--- src/rtl/spi_iq_pkg.sv ---
// Shared widths and unpacker state encoding for the SPI I/Q sample receiver.
package spi_iq_pkg;
  localparam int unsigned SAMPLE_W      = 4;
  localparam int unsigned BYTE_W        = 8;
  localparam int unsigned FRAME_BYTES_W = 16;

  typedef enum logic {
    HI = 1'b0,
    LO = 1'b1
  } unpack_state_e;
endpackage

--- src/rtl/spi_iq_deserializer_byte_fifo.sv ---
// Byte FIFO with extra-MSB pointers; a push into a full FIFO is honoured when a pop occurs in the same cycle.
module byte_fifo
  import spi_iq_pkg::*;
#(
  parameter int unsigned DEPTH = 4
) (
  input  logic              clk_i,
  input  logic              rst_i,
  input  logic              push_i,
  input  logic [BYTE_W-1:0] data_i,
  input  logic              pop_i,
  output logic [BYTE_W-1:0] head_o,
  output logic              full_o,
  output logic              empty_o
);
  localparam int unsigned AW = (DEPTH > 1) ? $clog2(DEPTH) : 1;
  localparam logic [AW:0] PTR_ONE = 1;

  logic [AW:0]       wr_ptr_q, rd_ptr_q;
  logic [BYTE_W-1:0] mem_q [DEPTH];
  logic              do_push, do_pop;

  assign empty_o = (wr_ptr_q == rd_ptr_q);
  assign full_o  = (wr_ptr_q[AW-1:0] == rd_ptr_q[AW-1:0]) && (wr_ptr_q[AW] != rd_ptr_q[AW]);
  assign do_pop  = pop_i && !empty_o;
  assign do_push = push_i && (!full_o || do_pop);
  assign head_o  = mem_q[rd_ptr_q[AW-1:0]];

  always_ff @(posedge clk_i) begin
    if (rst_i) begin
      wr_ptr_q <= '0;
      rd_ptr_q <= '0;
    end else begin
      if (do_push) begin
        mem_q[wr_ptr_q[AW-1:0]] <= data_i;
        wr_ptr_q                <= wr_ptr_q + PTR_ONE;
      end
      if (do_pop) begin
        rd_ptr_q <= rd_ptr_q + PTR_ONE;
      end
    end
  end
endmodule

--- src/rtl/spi_iq_deserializer.sv ---
// Mode-0 SPI slave oversampled by the MCU clock: bytes go into a FIFO and are
// unpacked high nibble first into 4-bit I/Q samples on a valid/ready port.
module spi_iq_deserializer
  import spi_iq_pkg::*;
#(
  parameter int unsigned FIFO_DEPTH = 4
) (
  input  logic                     MCU_CLK_25_000,
  input  logic                     RESET_P,
  input  logic                     SPI_SCK,
  input  logic                     SPI_SS,
  input  logic                     SPI_MOSI,
  output logic [SAMPLE_W-1:0]      SAMPLE,
  output logic                     SAMPLE_VALID,
  input  logic                     SAMPLE_READY,
  output logic                     FRAME_ERR,
  output logic                     OVERFLOW,
  output logic [FRAME_BYTES_W-1:0] FRAME_BYTES
);
  logic [2:0] sck_q, ss_q;
  logic [1:0] mosi_q;
  logic [1:0] warm_q;
  logic       armed_q;

  logic [2:0]               bit_cnt_q;
  logic [BYTE_W-2:0]        shift_q;
  logic [BYTE_W-1:0]        push_data_q;
  logic                     push_q;
  logic [FRAME_BYTES_W-1:0] byte_cnt_q, frame_bytes_q;
  logic                     frame_err_q, overflow_q;
  unpack_state_e            state_q;

  logic              sck_rise, ss_fall, ss_rise, in_frame;
  logic              accept, pop;
  logic              fifo_full, fifo_empty;
  logic [BYTE_W-1:0] head, byte_next;

  // A frame only counts once SS has been seen high after reset, so a reset
  // in the middle of a frame cannot fake an SS fall and resume mid-byte.
  assign sck_rise  = sck_q[1] && !sck_q[2];
  assign ss_fall   = !ss_q[1] && ss_q[2] && armed_q;
  assign ss_rise   = ss_q[1] && !ss_q[2] && armed_q;
  assign in_frame  = !ss_q[1] && armed_q;
  // Only 7 bits are stored; the 8th arrives straight from the synchronizer.
  assign byte_next = {shift_q, mosi_q[1]};

  assign SAMPLE_VALID = !fifo_empty;
  assign accept       = SAMPLE_VALID && SAMPLE_READY;
  assign pop          = accept && (state_q == LO);

  always_comb begin
    SAMPLE = '0;
    if (!fifo_empty) begin
      SAMPLE = (state_q == HI) ? head[BYTE_W-1:SAMPLE_W] : head[SAMPLE_W-1:0];
    end
  end

  always_ff @(posedge MCU_CLK_25_000) begin
    if (RESET_P) begin
      sck_q   <= '0;
      ss_q    <= '1;
      mosi_q  <= '0;
      warm_q  <= '0;
      armed_q <= 1'b0;
    end else begin
      sck_q  <= {sck_q[1:0], SPI_SCK};
      ss_q   <= {ss_q[1:0], SPI_SS};
      mosi_q <= {mosi_q[0], SPI_MOSI};
      warm_q <= {warm_q[0], 1'b1};
      if (warm_q[1] && ss_q[1]) begin
        armed_q <= 1'b1;
      end
    end
  end

  always_ff @(posedge MCU_CLK_25_000) begin
    if (RESET_P) begin
      bit_cnt_q     <= '0;
      shift_q       <= '0;
      push_data_q   <= '0;
      push_q        <= 1'b0;
      byte_cnt_q    <= '0;
      frame_bytes_q <= '0;
      frame_err_q   <= 1'b0;
    end else begin
      push_q      <= 1'b0;
      frame_err_q <= 1'b0;
      if (ss_fall) begin
        bit_cnt_q  <= '0;
        shift_q    <= '0;
        byte_cnt_q <= '0;
      end else if (ss_rise) begin
        frame_bytes_q <= byte_cnt_q;
        frame_err_q   <= (bit_cnt_q != 3'd0);
        bit_cnt_q     <= '0;
      end else if (in_frame && sck_rise) begin
        shift_q   <= byte_next[BYTE_W-2:0];
        bit_cnt_q <= bit_cnt_q + 3'd1;
        if (bit_cnt_q == 3'd7) begin
          push_q      <= 1'b1;
          push_data_q <= byte_next;
          if (byte_cnt_q != '1) begin
            byte_cnt_q <= byte_cnt_q + 16'd1;
          end
        end
      end
    end
  end

  always_ff @(posedge MCU_CLK_25_000) begin
    if (RESET_P) begin
      overflow_q <= 1'b0;
      state_q    <= HI;
    end else begin
      if (push_q && fifo_full && !pop) begin
        overflow_q <= 1'b1;
      end
      if (accept) begin
        state_q <= (state_q == HI) ? LO : HI;
      end
    end
  end

  byte_fifo #(
    .DEPTH(FIFO_DEPTH)
  ) u_fifo (
    .clk_i  (MCU_CLK_25_000),
    .rst_i  (RESET_P),
    .push_i (push_q),
    .data_i (push_data_q),
    .pop_i  (pop),
    .head_o (head),
    .full_o (fifo_full),
    .empty_o(fifo_empty)
  );

  assign FRAME_ERR   = frame_err_q;
  assign OVERFLOW    = overflow_q;
  assign FRAME_BYTES = frame_bytes_q;
endmodule

--- config.mk ---
export PLATFORM = sky130hd
export DESIGN_NAME = spi_iq_deserializer
export DESIGN_NICKNAME = d
export VERILOG_FILES = /design/src/rtl/spi_iq_pkg.sv /design/src/rtl/spi_iq_deserializer_byte_fifo.sv /design/src/rtl/spi_iq_deserializer.sv
export SDC_FILE = /design/constraint.sdc
export NUM_CORES = 1
export LEC_CHECK = 0
export ABC_AREA = 1
export CAP_MARGIN = 20
export CORE_ASPECT_RATIO = 1.2
export CORE_MARGIN = 2
export CORE_UTILIZATION = 32
export DETAILED_ROUTE_END_ITERATION = 6
export GPL_TIMING_DRIVEN = 0
export PLACE_DENSITY = 0.53
export SYNTH_ARGS = -nofsm -noshare
export SYNTH_HDL_FRONTEND = slang
export SYNTH_SLANG_ARGS = --single-unit
export TNS_END_PERCENT = 50
--- constraint.sdc ---
create_clock -name MCU_CLK_25_000 -period 2.03 [get_ports MCU_CLK_25_000]
set_input_delay 0.406 -clock MCU_CLK_25_000 [delete_from_list [all_inputs] [get_ports MCU_CLK_25_000]]
set_output_delay 0.406 -clock MCU_CLK_25_000 [all_outputs]
set_load 0.02 [all_outputs]
==> results of run 1 <==
[metrics by stage]
stage	std cells	total power [mW]
after floorplan	509	2.258
after global placement	704	2.291
after detailed placement	704	2.292
after CTS	725	4.031
after global routing	732	4.123
final	732	3.968
[metal layers]
metal,vias up,GRT usage,wire length (um)
met1,1570,0.1583,4263
met2,49,0.2369,4745
li1,1765,-,-
met3,7,0.02805,247
met5,-,0,0
met4,0,0.04792,103
[flip-flops by register name, summed over array words and instances, names as in the netlist, 7 cells and up, named ones only]
signal / flops
FRAME_BYTES: 16
byte_cnt_q: 16
push_data_q: 8
shift_q: 7
u_fifo.mem_q: 32
[power by group through the flow]
stage	Sequential [mW]	Clock [mW]	Combinational, mW
4_1_cts	2.16	1.79	0.0800
3_3_place_gp	2.21	0	0.0781
5_1_grt	2.16	1.87	0.0892
2_1_floorplan	2.22	0	0.0422
3_5_place_dp	2.21	0	0.0793
6_report	2.16	1.73	0.0778
[kinds of logic after synthesis]
group | count (synthesis) | synth area share
XOR/XNOR | 5 | 0.009977
flip-flops | 105 | 0.5519
AND/OR/NAND/NOR | 206 | 0.2084
multiplexers | 4 | 0.009122
adder cells (fa/ha/maj) | 9 | 0.02566
buffers and inverters | 76 | 0.07041
AO/OA/AOI/OAI | 104 | 0.1246
[timing repair]
action                                  4_1_cts  5_1_grt
buffers inserted                              4        7
gates cloned                                  1        0
gates resized for setup                      45       17
pin swaps                                     2        9
endpoints found under the setup margin       37       29
[cell type report]
cell class / count / share of cell area
repair buffers: 39 / 0.07356
flip-flops and latches: 105 / 0.4527
multi-input cells: 328 / 0.3163
clock buffers: 10 / 0.04260
clock inverters: 6 / 0.01280
well taps: 168 / 0.03911
plain buffers: 19 / 0.02258
inverters: 57 / 0.04027
[layout by cell type, fill, tap and decap left out, drive strengths merged]
cell type and count:
edfxtp 32, nand4 9, xor2 5, clkdlybuf4s15 1
clkinvlp 2, a211oi 3, bufinv 1, clkbuf 18
mux2i 4, nor2 77, buf 27, ha 9
nor3 2, nand2 92, o22ai 4, inv 57
nand3 23, clkdlybuf4s50 22, dfxtp 73, clkinv 3
o21ai 48, or2 3, o211ai 1, a21oi 48
[worst max-delay path, cell delays in order, from the launching register on]
cell and delay, ns:
dfxtp_2 0.32, buf_6 0.13, inv_4 0.05, buf_6 0.12
buf_4 0.13, nor2_1 0.08, o22ai_1 0.09, nor2_1 0.11
nor2_1 0.05, buf_4 0.15
[worst min path at each step]
stage / depth (start not counted) / to / slack (ns) / start
after floorplan: 2 / mosi_q[1]$_SDFF_PP0_ / 0.39 / mosi_q[0]$_SDFF_PP0_
after global placement: 2 / warm_q[1]$_SDFF_PP0_ / 0.39 / warm_q[0]$_DFF_P_
after detailed placement: 2 / warm_q[1]$_SDFF_PP0_ / 0.39 / warm_q[0]$_DFF_P_
after CTS: 2 / warm_q[1]$_SDFF_PP0_ / 0.40 / warm_q[0]$_DFF_P_
after global routing: 2 / warm_q[1]$_SDFF_PP0_ / 0.42 / warm_q[0]$_DFF_P_
final: 2 / warm_q[1]$_SDFF_PP0_ / 0.40 / warm_q[0]$_DFF_P_
==> results_dict.tcl, run 1 <==
set metrics [dict create \
    crit_path_end "SAMPLE[0]" \
    rsz0062_at_grt "yes" \
    yosysSeqAreaShare 0.5519 \
    drc_errors 0 \
    post-dp-hpwl_um 6528 \
    wl_per_cell_um 12.79 \
    cts_tree "built" \
    die_h_um 132.3 \
    grt_pass1_vias 3335 \
    multi_input_area_sq_mm 0.001700 \
    hold_class "flip-flop to flip-flop" \
    die_w_um 110.9 \
    tightest_slew_ns 0.5343 \
    area_delta_synth_final_pct 22.46 \
    pin_count 29 \
    status "finished clean" \
    synth_edf_count 32 \
    design.core.area_sq_mm 0.01330 \
    worstSkewPairLatency_ns 0.34 \
    rr_worst_depth 7 \
    rows 46 \
    start_kind "flip-flop" \
    clockPowerShare 0.435 \
    maxCapViolations 0 \
    synth_top_area_share 0.3330 \
    synth_fp_nets 524 \
    p_seq_frac 0.545 \
    yosysMostFrequentCell "nand2_1" \
    cts_root_buf "clkbuf_16" \
    antenna_found_initial 0 \
    drv_slew 0 \
    critPathMaxFanout 8 \
    seqCellArea_sq_mm 0.002434 \
    die_area_sq_mm 0.01467 \
    synth_area_leader_cell "dfxtp_1" \
    critPathRequiredTime_ns 1.62 \
    syn_area_per_cell_sq_um 8.623 \
    yosysWarnings 0 \
    r2r_start "state_q$_SDFFE_PP0N_" \
    start_util 0.3301 \
    gp_congestion 0.8130 \
    drtPass1Iterations 4 \
    synthFlopType "dfxtp_1" \
    cts.sinks 105 \
    ant_nets 0 \
    grt_pass1_wl_um 15900 \
    timing.final.crit_share 0.9743 \
    power_density_mw_per_mm2 738.1 \
    p_int_mw 3.147 \
    clockBufferDepth 2 \
    cts_hold_buffers 0 \
    numPortBuffers 27 \
    slew_headroom 0.6438 \
    worst_ir_drop_vdd_v 0.0003189 \
    regToRegSetupSlack_ns 0.20 \
    diodes 0 \
    cts_buffers 9 \
    period_minus_slack_ns 1.978 \
    worstSetupEndpointType "output pin" \
    syn_area_sq_mm 0.004389 \
    routed_wl_um 9359 \
    nets 574 \
    reg2reg_to "u_fifo.mem_q[2][2]$_DFFE_PP_" \
    pre_cts_ws_ns -0.8663 \
    clkTransAtPathRegs_ns 0.07 \
    pwr-share-comb 0.020 \
    async_flop_share 0 \
    utilization 0.4043 \
    track_usage 0.1332 \
    finalInstanceArea_sq_mm 0.005375 \
    p_leak_nw 2.102 \
    postLayoutSetupSlackWorst_ns 0.05211 \
    criticalPathCategory "flip-flop to output pin" \
    htree_levels 3 \
    drive_gt1_frac 0.1277 \
    synth_common_cells "nand2_1, dfxtp_1, nor2_1" \
    p_switching_mw 0.8211 \
    switching_share 0.2070 \
    fmax_ghz 0.5056 \
    placed_area_sq_mm 0.004875 \
    synthDistinctLibCells 29 \
    synth_area_leaders "dfxtp_1, edfxtp_1, nand2_1, nor2_1, o21ai_0" \
    fillers 1361 \
    setup_tns_ns 0 \
    synth_seq_cells 105 \
    fin_skew_ns 0.005096 \
    num_vias 3391 \
    grt_max_degree 19 \
    drtIter0Drc 101 \
    arrival_ns 1.57 \
    gr-total-overflow 0 \
    hold_viol 0 \
    syn_inst 509 \
    whs_ns 0.4001 \
    setup_violations 0 \
    via_per_inst 4.633 \
]
Power figures use the tool's default switching activity.
==> run 2: changes to the inputs <==
--- a/config.mk
+++ b/config.mk
@@ -6,10 +6,12 @@
 export NUM_CORES = 1
 export LEC_CHECK = 0
 export ABC_AREA = 1
+export ABC_CLOCK_PERIOD_IN_PS = 2029
 export CAP_MARGIN = 20
 export CORE_ASPECT_RATIO = 1.2
 export CORE_MARGIN = 2
 export CORE_UTILIZATION = 32
+export CTS_CLUSTER_SIZE = 14
 export DETAILED_ROUTE_END_ITERATION = 6
 export GPL_TIMING_DRIVEN = 0
 export PLACE_DENSITY = 0.53
==> results of run 2 <==
Same layout as run 1: the final DEF is identical, and so are final timing and power.
==> run 3: changes to the inputs <==
--- a/config.mk
+++ b/config.mk
@@ -13,7 +13,6 @@
 export CORE_UTILIZATION = 32
 export CTS_CLUSTER_SIZE = 14
 export DETAILED_ROUTE_END_ITERATION = 6
-export GPL_TIMING_DRIVEN = 0
 export PLACE_DENSITY = 0.53
 export SYNTH_ARGS = -nofsm -noshare
 export SYNTH_HDL_FRONTEND = slang
==> results_dict.tcl, run 3 (synthesis gave the netlist of run 1 again) <==
set metrics [dict create \
    maxCapViolations 0 \
    htree_levels 3 \
    clkTransAtPathRegs_ns 0.07 \
    numPortBuffers 28 \
    die_h_um 132.3 \
    arrival_ns 1.55 \
    antenna_found_initial 0 \
    gr-total-overflow 0 \
    area_delta_synth_final_pct 20.92 \
    final_common_cell "nand2_1" \
    status "finished clean" \
    power_mw 3.958 \
    die_area_sq_mm 0.01467 \
    grt_max_degree 29 \
    drv_slew 0 \
    fin_skew_ns 0.005328 \
    drtPass1Iterations 4 \
    regToRegSetupSlack_ns 0.36 \
    setup_violations 0 \
    mostFrequentLayoutCells "nand2_1, nor2_1, dfxtp_1" \
    criticalPathCategory "flip-flop to output pin" \
    diodes 0 \
    cts_setup_buffers 0 \
    drtIter0Drc 111 \
    utilization 0.3992 \
    cts_buffers 9 \
    power_density_mw_per_mm2 745.7 \
    drive_gt1_frac 0.1246 \
    hold_viol 0 \
    cts_hold_buffers 0 \
    tightest_slew_ns 0.3295 \
    cts_tree "built" \
    r2r_start "bit_cnt_q[0]$_SDFFE_PP0P_" \
    pin_count 29 \
    post-dp-hpwl_um 6350 \
    critPathMaxFanout 3 \
    die_w_um 110.9 \
    num_vias 3344 \
    critPathRequiredTime_ns 1.62 \
    cts_root_buf "clkbuf_16" \
    timing.final.crit_share 0.9655 \
    track_usage 0.1277 \
    start_util 0.3301 \
    rsz0062_at_grt "yes" \
    largest_reg_flops 32 \
    p_leak_nw 2.115 \
    design.core.area_sq_mm 0.01330 \
    min-delay-start "mosi_q[0]$_SDFF_PP0_" \
    cts.sinks 105 \
    setup_tns_ns 0 \
    routed_wl_um 8699 \
    start_kind "flip-flop" \
    grt_pass1_wl_um 15340 \
    worst_ir_drop_vdd_v 0.0003480 \
    grt_pass1_vias 3311 \
    period_minus_slack_ns 1.960 \
    slew_headroom 0.7797 \
    nets 572 \
    fmax_ghz 0.5102 \
    hold_class "flip-flop to flip-flop" \
    gp_congestion 0.8287 \
    wl_per_cell_um 11.92 \
    clockBufferDepth 2 \
    drc_errors 0 \
    via_per_inst 4.581 \
    worstSetupEndpointType "output pin" \
    ant_nets 0 \
    worstSkewPairLatency_ns 0.35 \
    rows 46 \
    whs_ns 0.4036 \
]
## run 3: changes by cell type in the layout (fill, tap and decap cells not counted), moves of 2 or more
cell / previous run / this run
o21ai_0: 40 / 42
buf_6: 5 / 0
nor2_1: 69 / 72
buf_4: 14 / 26
dfxtp_1: 68 / 71
inv_8: 0 / 4
clkbuf_1: 9 / 0
dfxtp_2: 3 / 1
nor2_4: 3 / 0
## run 3: layout make-up
cell class	count	area (sq um)
Clock buffer	9	225.2
Clock inverter	7	71.32
Fill cell	1342	7988
Inverter	57	214.0
Multi-Input combinational cell	328	1663
Sequential cell	105	2427
Tap cell	168	210.2
Timing Repair Buffer	56	496.7
## run 3: worst max-delay path: stages (launching register included)
cell and delay, ns:
dfxtp_4 0.36, buf_4 0.13, nor2_1 0.09, nor2_1 0.04, o21ai_0 0.05, o21ai_0 0.10, o21ai_1 0.13, nor2_1 0.06
clkdlybuf4s15_2 0.24
## run 3: power by group
group | switching [mW] | leakage, nW | internal (mW) | total, mW
sequential | 0.00522 | 0.945 | 2.16 | 2.16
clock | 0.836 | 0.148 | 0.878 | 1.71
combinational | 0.0479 | 1.02 | 0.0338 | 0.0817
## run 3: what timing repair did
item	CTS	global route
resized for setup	20	10
endpoints found under the setup margin	5	5
pin swaps	0	1
## run 3: routing by layer
layer	global-route usage	vias up	part of all wire
met4	0.05347	0	0.024
met3	0.03126	16	0.031
met2	0.2219	42	0.48
met1	0.1505	1526	0.46
li1	-	1760	-
met5	0	-	0
## run 3: path summary, 6_finish.rpt
kind,to,cells after the start
setup / recovery,SAMPLE[0],8
hold / removal,mosi_q[1]$_SDFF_PP0_,2
setup reg to reg,push_data_q[0]$_SDFFE_PP0P_,7
hold reg to reg,mosi_q[1]$_SDFF_PP0_,2
## run 3: metrics by stage
stage	std cells	cell area (sq um)	worst slack, ns
finish	730	5308	0.07001
CTS	730	5329	0.006114
global placement	714	5020	0.02966
floorplan	509	4389	0.04933
global route	730	5308	-0.06429
detailed placement	714	5020	-0.005225
